===== config.mk =====
export PLATFORM = sky130hd
export DESIGN_NAME = div_12
export DESIGN_NICKNAME = d
export VERILOG_FILES = /design/src/rtl/div_12_pkg.sv /design/src/rtl/div_core_7.sv /design/src/rtl/div_12.sv
export SDC_FILE = /design/constraint.sdc
export NUM_CORES = 1
export LEC_CHECK = 0
export CORE_ASPECT_RATIO = 0.9
export CORE_MARGIN = 2
export CORE_UTILIZATION = 50
export DETAILED_ROUTE_END_ITERATION = 8
export HOLD_SLACK_MARGIN = 0.03
export PLACE_DENSITY = 0.79
export SLEW_MARGIN = 20
export SYNTH_ARGS = -nofsm -noshare
export SYNTH_HDL_FRONTEND = slang
export SYNTH_SLANG_ARGS = --single-unit

===== constraint.sdc =====
create_clock -name clk_i -period 2.2 [get_ports clk_i]
set_input_delay 0.22 -clock clk_i [delete_from_list [all_inputs] [get_ports clk_i]]
set_output_delay 0.22 -clock clk_i [all_outputs]
set_load 0.02 [all_outputs]

===== src/rtl/div_12_pkg.sv =====
// div_12_pkg: shared constants and FSM encoding for the 12-bit float divider.
// Word format: sign[11], exponent[10:6] (bias 15), mantissa[5:0] with a
// hidden leading 1.
package div_12_pkg;

  localparam int WORD_W   = 12;
  localparam int EXP_W    = 5;
  localparam int MANT_W   = 6;
  localparam int SIG_W    = MANT_W + 1;   // mantissa with hidden 1
  localparam int QUOT_W   = 8;            // q[7] integer, q[6:0] fraction
  localparam int REM_W    = 8;
  localparam int CNT_W    = 3;
  localparam int EXPT_W   = 7;            // signed intermediate exponent

  localparam logic signed [EXPT_W-1:0] BIAS    = 7'sd15;
  localparam logic signed [EXPT_W-1:0] EXP_MAX = 7'sd31;
  localparam logic [MANT_W-1:0]        SAT_MANT = 6'd63;
  localparam logic [WORD_W-1:0]        ZERO_WORD = 12'h000;

  typedef enum logic [1:0] {
    ST_IDLE   = 2'd0,
    ST_DIVIDE = 2'd1,
    ST_PACK   = 2'd2,
    ST_DONE   = 2'd3
  } state_e;

  // Saturated (infinity-like) word carrying the result sign.
  function automatic logic [WORD_W-1:0] sat_word(input logic sign);
    return {sign, EXP_MAX[EXP_W-1:0], SAT_MANT};
  endfunction

endpackage


===== src/rtl/div_core_7.sv =====
// div_core_7: restoring divider for 7-bit significands, one step per cycle.
// Ports:
//   clk_i, rst_n_i  clock / async active-low reset
//   start_i         load dividend/divisor, clear quotient and step counter
//   dividend_i      {1, m1}
//   divisor_i       {1, m2}
//   done_o          high during the last step (counter == 7); the quotient
//                   is complete after the edge on which done_o is high
//   quot_o          8-bit quotient, q[7] integer bit
module div_core_7
  import div_12_pkg::*;
(
  input  logic              clk_i,
  input  logic              rst_n_i,
  input  logic              start_i,
  input  logic [SIG_W-1:0]  dividend_i,
  input  logic [SIG_W-1:0]  divisor_i,
  output logic              done_o,
  output logic [QUOT_W-1:0] quot_o
);

  logic [REM_W-1:0]  rem_q,  rem_d;
  logic [SIG_W-1:0]  dvs_q,  dvs_d;
  logic [QUOT_W-1:0] quot_q, quot_d;
  logic [CNT_W-1:0]  cnt_q,  cnt_d;
  logic              busy_q, busy_d;

  logic              ge;
  logic [REM_W-1:0]  diff;

  always_comb begin
    rem_d  = rem_q;
    dvs_d  = dvs_q;
    quot_d = quot_q;
    cnt_d  = cnt_q;
    busy_d = busy_q;
    ge     = (rem_q >= {1'b0, dvs_q});
    diff   = ge ? (rem_q - {1'b0, dvs_q}) : rem_q;
    if (start_i) begin
      rem_d  = {1'b0, dividend_i};
      dvs_d  = divisor_i;
      quot_d = '0;
      cnt_d  = '0;
      busy_d = 1'b1;
    end else if (busy_q) begin
      // diff < divisor < 128, so the shift never drops a set bit.
      rem_d  = {diff[REM_W-2:0], 1'b0};
      quot_d = {quot_q[QUOT_W-2:0], ge};
      if (cnt_q == 3'd7) begin
        busy_d = 1'b0;
      end else begin
        cnt_d = cnt_q + 3'd1;
      end
    end
  end

  always_ff @(posedge clk_i or negedge rst_n_i) begin
    if (!rst_n_i) begin
      rem_q  <= '0;
      dvs_q  <= '0;
      quot_q <= '0;
      cnt_q  <= '0;
      busy_q <= 1'b0;
    end else begin
      rem_q  <= rem_d;
      dvs_q  <= dvs_d;
      quot_q <= quot_d;
      cnt_q  <= cnt_d;
      busy_q <= busy_d;
    end
  end

  assign done_o = busy_q && (cnt_q == 3'd7);
  assign quot_o = quot_q;

endmodule


===== src/rtl/div_12.sv =====
// div_12: iterative divider for a 12-bit float format
// (sign[11], exp[10:6] bias 15, mantissa[5:0] hidden 1).
// Ports:
//   clk_i, rst_n_i      clock / async active-low reset
//   data_1_i, data_2_i  dividend / divisor, captured on valid_i && ready_o
//   valid_i, ready_o    input handshake; ready_o high only in IDLE
//   data_div_o          quotient, updated only when the result is packed
//   valid_o, ready_i    output handshake; result held until ready_i
// Fixed latency: accept edge, 8 divide steps, 1 pack edge.
module div_12
  import div_12_pkg::*;
(
  input  logic              clk_i,
  input  logic              rst_n_i,
  input  logic [WORD_W-1:0] data_1_i,
  input  logic [WORD_W-1:0] data_2_i,
  input  logic              valid_i,
  output logic              ready_o,
  output logic [WORD_W-1:0] data_div_o,
  output logic              valid_o,
  input  logic              ready_i
);

  state_e                    state_q, state_d;
  logic                      sign_q, sign_d;
  logic signed [EXPT_W-1:0]  exp_tmp_q, exp_tmp_d;
  logic                      dvd_zero_q, dvd_zero_d;
  logic                      dvs_zero_q, dvs_zero_d;
  logic [WORD_W-1:0]         data_div_q, data_div_d;

  logic                      core_start;
  logic                      core_done;
  logic [QUOT_W-1:0]         quot;

  logic signed [EXPT_W-1:0]  exp_adj;
  logic [MANT_W-1:0]         mant_pack;
  logic [WORD_W-1:0]         pack_word;

  div_core_7 u_core (
    .clk_i      (clk_i),
    .rst_n_i    (rst_n_i),
    .start_i    (core_start),
    .dividend_i ({1'b1, data_1_i[MANT_W-1:0]}),
    .divisor_i  ({1'b1, data_2_i[MANT_W-1:0]}),
    .done_o     (core_done),
    .quot_o     (quot)
  );

  // Normalisation and special-case selection for the packed result.
  // The quotient lies in (0.5, 2), so at most one left shift is needed.
  always_comb begin
    if (quot[QUOT_W-1]) begin
      exp_adj   = exp_tmp_q;
      mant_pack = quot[QUOT_W-2:1];
    end else begin
      exp_adj   = exp_tmp_q - 7'sd1;
      mant_pack = quot[MANT_W-1:0];
    end
    if (dvd_zero_q) begin
      pack_word = ZERO_WORD;
    end else if (dvs_zero_q) begin
      pack_word = sat_word(sign_q);
    end else if (exp_adj >= EXP_MAX) begin
      pack_word = sat_word(sign_q);
    end else if (exp_adj <= 7'sd0) begin
      pack_word = ZERO_WORD;
    end else begin
      pack_word = {sign_q, exp_adj[EXP_W-1:0], mant_pack};
    end
  end

  always_comb begin
    state_d    = state_q;
    sign_d     = sign_q;
    exp_tmp_d  = exp_tmp_q;
    dvd_zero_d = dvd_zero_q;
    dvs_zero_d = dvs_zero_q;
    data_div_d = data_div_q;
    core_start = 1'b0;
    case (state_q)
      ST_IDLE: begin
        if (valid_i) begin
          sign_d     = data_1_i[WORD_W-1] ^ data_2_i[WORD_W-1];
          exp_tmp_d  = $signed({2'b00, data_1_i[MANT_W +: EXP_W]})
                     - $signed({2'b00, data_2_i[MANT_W +: EXP_W]})
                     + BIAS;
          dvd_zero_d = (data_1_i == ZERO_WORD);
          dvs_zero_d = (data_2_i == ZERO_WORD);
          core_start = 1'b1;
          state_d    = ST_DIVIDE;
        end
      end
      ST_DIVIDE: begin
        // Special cases still run all steps to keep latency fixed.
        if (core_done) state_d = ST_PACK;
      end
      ST_PACK: begin
        data_div_d = pack_word;
        state_d    = ST_DONE;
      end
      ST_DONE: begin
        if (ready_i) state_d = ST_IDLE;
      end
      default: state_d = ST_IDLE;
    endcase
  end

  always_ff @(posedge clk_i or negedge rst_n_i) begin
    if (!rst_n_i) begin
      state_q    <= ST_IDLE;
      sign_q     <= 1'b0;
      exp_tmp_q  <= '0;
      dvd_zero_q <= 1'b0;
      dvs_zero_q <= 1'b0;
      data_div_q <= ZERO_WORD;
    end else begin
      state_q    <= state_d;
      sign_q     <= sign_d;
      exp_tmp_q  <= exp_tmp_d;
      dvd_zero_q <= dvd_zero_d;
      dvs_zero_q <= dvs_zero_d;
      data_div_q <= data_div_d;
    end
  end

  assign ready_o    = (state_q == ST_IDLE);
  assign valid_o    = (state_q == ST_DONE);
  assign data_div_o = data_div_q;

endmodule


# Word level (Yosys, flattened, before mapping)
# Cells that the tools add are included.
totals:
  regBits: 51
  inputBits: 28
  wordCells: 59
classes:
  n_addsub: 5
  order_cmp: 3
  n_eq_ne: 8
  n_mux: 23
  bitwise_logic: 1
  n_reduce_logical: 8
ops:
  columns: ["operator", "n"]
  rows:
  - ["12-bit two-way mux", 4]
  - ["8-bit two-way mux", 4]
  - ["12-bit zero test", 2]
  - ["7-bit two-way mux", 2]
  - ["3-bit two-way mux", 3]
  - ["8-bit by 7-bit greater-or-equal comparator with 1-bit output", 1]
  - ["2-bit case mux with 4 select lines", 1]
  - ["6-bit by 5-bit adder with 7-bit output (second input constant)", 1]
  - ["7-bit by 6-bit greater-or-equal comparator with 1-bit output (second input constant)", 1]
  - ["7-bit by 1-bit <= comparator with 1-bit output (second input constant)", 1]
  - ["7-bit by 2-bit subtractor with 7-bit output (second input constant)", 1]
  - ["7-bit subtractor", 1]
  - ["2-bit two-way mux", 3]
  - ["6-bit two-way mux", 1]
  - ["2-bit inequality test (second input constant)", 3]
  - ["5-bit by 5-bit subtractor with 6-bit output", 1]
  - ["1-bit two-way mux", 5]
  - ["2-bit == test (second input constant)", 2]
  - ["2-bit AND reduction", 2]
  - ["3-bit by 1-bit adder with 3-bit output (second input constant)", 1]
  - ["3-bit == test (second input constant)", 1]
  - ["3-bit AND reduction", 1]
  - ["2-bit by 1-bit == test with 1-bit output (second input constant)", 1]
  - ["2-bit zero test", 1]
  - ["4 further kinds", 4]

# Depth between registers and ports, before layout
# Gate-level depths: netlist of run 1.
depth:
  depth_word: 7
  ltp_mapped: 10
  ltp_nobuf: 9

# Hierarchy
# Synthesis of run 1 repeated with hierarchy kept, for this count alone.
unflattened:
  cells_unflattened: 341
  hier_area_um2: 3240.6
modules_own_cells:
  columns: ["mod", "n_inst", "cells_per_inst", "area_each_um2", "seq_area_each_um2"]
  rows:
  - ["div_12", 1, 183, 1692.9, 600.6]
  - ["div_core_7", 1, 158, 1547.7, 675.6]

# Worst setup path before layout of run 1
# OpenSTA, ideal clock, no wires.
synth_timing:
  path_kind: "reg2reg"
  start: "reg exp_tmp_q[0]"
  end: "reg data_div_q[11] (netlist: data_div_o[11])"
  setup_time_ps: 101
  t_arrival_ps: 2063
  t_required_ps: 2099
  path_slack_ps: 36
  path_stages_with_launch: 9
  n_path_buf: 0
  path_cell_list: "dfrtp_1 > inv_1 > ha_1 > or4b_4 > nor3_1 > xnor2_1 > a21boi_4 > nor2_1 > o32ai_1"
synth_between:
  elab_chain_cells: 7
  word_cells_on_any_way: 8
synth_lines:
  columns: ["item", "line_no", "source"]
  rows:
  - ["start: declaration", "div_12.sv:26", "logic signed [EXPT_W-1:0] exp_tmp_q, exp_tmp_d;"]
  - ["start signal: assignment", "div_12.sv:119", "exp_tmp_q <= exp_tmp_d;"]
  - ["7-bit by 2-bit subtractor with 7-bit output", "div_12.sv:56", "exp_adj = exp_tmp_q - 7'sd1;"]
  - ["7-bit two-way mux *", "div_12.sv:52", "if (quot[QUOT_W-1]) begin"]
  - ["7-bit by 1-bit <= comparator with 1-bit output", "div_12.sv:65", "end else if (exp_adj <= 7'sd0) begin"]
  - ["12-bit two-way mux", "div_12.sv:65", null]
  - ["12-bit two-way mux *", "div_12.sv:63", "end else if (exp_adj >= EXP_MAX) begin"]
  - ["12-bit two-way mux *", "div_12.sv:61", "end else if (dvs_zero_q) begin"]
  - ["12-bit two-way mux *", "div_12.sv:59", "if (dvd_zero_q) begin"]
  - ["end signal: assignment", "div_12.sv:122", "data_div_q <= data_div_d;"]
  - ["end: declaration", "div_12.sv:29", "logic [WORD_W-1:0] data_div_q, data_div_d;"]
# Mark *: on every way between the ends. The rest lies on a longest branch, timed or not.
# A chain may end at the register's enable or synchronous reset.

# Worst setup path in the final report of run 1
layout_timing:
  start: "reg exp_tmp_q[0]"
  end: "reg data_div_q[9] (netlist: data_div_o[9])"
# The elaborated chain is that of the path after synthesis.

==> results of run 1 <==
-- layout make-up --
| cell class | instances | area, um^2 | share of cell area [%] |
|---|---|---|---|
| clock buffers | 5 | 68.8 | 1.70 |
| well taps | 72 | 90.1 | 2.23 |
| inverters | 35 | 131 | 3.25 |
| clock inverters | 3 | 47.5 | 1.18 |
| multi-input cells | 235 | 1740 | 43.2 |
| repair buffers | 74 | 679 | 16.8 |
| flip-flops and latches | 51 | 1280 | 31.6 |
-- worst max-delay path by stage --
stage | start | end | slack [ps] | depth (start not counted)
after detailed placement | data_1_i[6] | exp_tmp_q[4] | -120 | 10
after global routing | exp_tmp_q[1] | data_div_o[7] | -150 | 9
after floorplan | exp_tmp_q[0] | data_div_o[11] | 40 | 8
after global placement | data_1_i[6] | exp_tmp_q[4] | -50 | 10
final | exp_tmp_q[0] | data_div_o[9] | -40 | 8
after CTS | u_core.rem_q[0] | u_core.rem_q[6] | -20 | 10
-- metal layers --
layer  vias up  wire length, um  GRT usage, %
li1       1310                -             -
met1      1312             3400          31.6
met2        70             3680          39.3
met3        11              263          3.68
met4         0              103          7.97
met5         -                0             0
-- power breakdown --
part           internal, mW  switching [mW]
logic                  2.06            2.20
clock network         0.346           0.362
registers              1.36           0.330
-- layout by cell type (no fill, tap or decap), types with 11 or more instances in the layout --
cell and instances:
nand2_1 32, o21ai_0 23, nor2_1 18, a21oi_1 13
inv_1 34, dfrtp_1 51, ha_1 19, clkdlybuf4s50_1 40
o22ai_1 11, buf_4 28
-- flip-flops by register name (all words and copies together) (netlist names), 2 cells and up --
register and flops:
data_div_o 12, exp_tmp_q 7, state_q 2, u_core.cnt_q 3, u_core.dvs_q 7, u_core.quot_o 8
u_core.rem_q 8
-- logic make-up after synthesis --
logic type      count (synthesis)  share of synthesized area [%]
flops                          51                           41.5
mux                            15                           5.13
xor+xnor                       13                           3.70
buf+inv                        49                           6.27
fa+ha+maj                      22                           9.44
compound gates                 87                           18.2
simple gates                   97                           15.7
-- through the flow --
step           worst slack (ps)  setup TNS, ps  area [um^2]
3_5_place_dp               -122          -1320         3710
3_3_place_gp              -53.8           -215         3710
5_1_grt                    -147          -1820         4040
2_1_floorplan              35.9              0         3070
6_report                  -44.9           -253         4040
4_1_cts                   -19.4          -30.3         3970
-- what timing repair did --
| action | in CTS | in global routing |
|---|---|---|
| gates resized for setup | 17 | 10 |
| endpoints found under the setup margin | 15 | 18 |
| buffers inserted | 4 | 3 |
| cloned | 1 | 0 |
| hold buffers | 1 | 0 |
| endpoints found under the hold margin | 15 | 0 |
| pin swaps | 7 | 10 |
-- worst reg2reg max path: stages, from the launching register on --
cell and delay [ps]:
dfrtp_1 390, buf_4 140, or4_4 550, o31a_1 290
nor3_1 220, a2bb2oi_2 120, buf_4 160, a21oi_1 160
o22ai_1 90
==> reports/qor.csv, run 1 <==
stage,metric,value,unit
status,outcome,"complete, but fails checks",
status,failing checks,negative setup slack,
placed_design,Post-Place Cells,458,
layout,ratio of cells with drive above 1 in the final layout,17.1,%
cts,Clock Sink Count,51,
yosys,Mapped Nets,384,
setup_path,R2R Setup Slk,-40,ps
placed_design,Port Buffers,41,
power,Max VDD drop,0.891,mV
sta,Final Critical Period,2240,ps
layout,number of fill cells in the layout,466,
global_routing,GRT overflow,0,
detailed_routing,"antenna viol nets, final",0,
cts,CTS tree,yes,
yosys,ys flop type,dfrtp_1,
setup_path,"Arr. time, crit path",2440,ps
setup_path,Startpoint Class,register,
cts,Num CTS Buffers,5,
placed_design,Detail Placement HPWL,5390,um
die,Die Span Y,78.4,um
sta,final slew viol count,0,
layout,# nets final,452,
global_routing,first-pass GRT wire length,12800,um
setup_path,"critical path, cell by cell","buf_4, or4_4, o31a_1, nor3_1, a2bb2oi_2, buf_4, a21oi_1, o22ai_1",
cts,Worst-path clk slew,110,ps
setup_path,CP max FO,4,
detailed_routing,Routed WL,7450,um
yosys,"top cells by area, synth","dfrtp_1 42%, ha_1 8.1%, inv_1 4.3%, o21ai_0 3.9%, nand2_1 3.9%",
yosys,mapped cell area,0.00307,mm^2
global_routing,number of global-route vias before repair,2723,
detailed_routing,routed via count,2703,
layout,post-layout util,66.7,%
detailed_routing,via/cell ratio,5.69,
die,Starting Density,50.8,%
die,core region area,0.00605,mm^2
yosys,Unique masters post-synth,45,
yosys,Post-synth EDFFs,0,
yosys,Gate Count Post-Synth,334,
global_routing,largest net degree at the start of global routing,25,
global_routing,initial antenna violation count,0,
setup_path,Reg2Reg Depth,8,
sta,final setup margin,-44.9,ps
placed_design,placer congestion estimate,0.863,
power,Final Power,6.66,mW
yosys,"flops & latches, synth",51,
global_routing,gr usage total,23.7,%
cts,Worst-Skew Late Latency,330,ps
sta,WHS,336,ps
detailed_routing,Iteration-0 DRC Markers,157,
yosys,async set-or-reset flop fraction in the synthesized netlist,100,%
setup_path,critical path's top delay family,simple AND/OR/NAND/NOR gates,
sta,final period utilization,102,%
sta,max frequency,445,MHz
power,leakage power total,1.83,nW
yosys,post-synth top area share,41.5,%
detailed_routing,DRT Pass-1 Iters,4,
yosys,Commonest cells post-synth,"51 x dfrtp_1, 35 x inv_1, 32 x nand2_1, 24 x o21ai_0, 20 x ha_1",
sta,worst rel slew slack,63.9,%
layout,Layout area overhead,31.3,%
detailed_routing,DRC,0,
die,Rows,27,
yosys,synthesized area per cell,9.20,um^2
setup_path,worst path bufs/invs,2,
layout,final std cells w/o fill,475,
cts,H-tree depth,2,
sta,Final Skew,20.5,ps
sta,final setup fails,12,
yosys,Yosys top cell by area,dfrtp_1,
sta,unrepaired setup endpoints after global routing,true,
setup_path,reg2reg end,data_div_o[9],
yosys,Ys Warns,0,
hold_path,HP Class,in2async,
cts,clk buf depth,2,
die,Die ar.,0.00679,mm^2
sta,Least-Margin Pin Slew,541,ps
detailed_routing,average wire per standard cell,15.7,um
yosys,"Seq/Total Area, Yosys",41.5,%
setup_path,"Slowest-stage cell, CP",or4_4,
die,Die W,86.7,um
setup_path,CP required,2390,ps
setup_path,Worst path most repeated cell,buf_4,
sta,final hold vios,0,
layout,Ant. Diodes,0,
die,I/O pin count,42,
run,Max-cap violations,0,
yosys,most common cell in the netlist,dfrtp_1,
setup_path,crit-path max cell delay,550,ps
setup_path,FF-to-FF Start,exp_tmp_q[0],
power,PwrDens,1650,mW/mm^2
setup_path,critical path class,reg2reg,
setup_path,Setup crit end kind,register,
cts,root buffer selected by CTS,clkbuf_8,
No activity file was read; power rests on OpenSTA's default activity.
==> inputs of run 2 (changes only) <==
CAP_MARGIN = 5   (was not set)
==> results of run 2 <==
No change in the layout: final DEF, timing and power equal those of run 1.
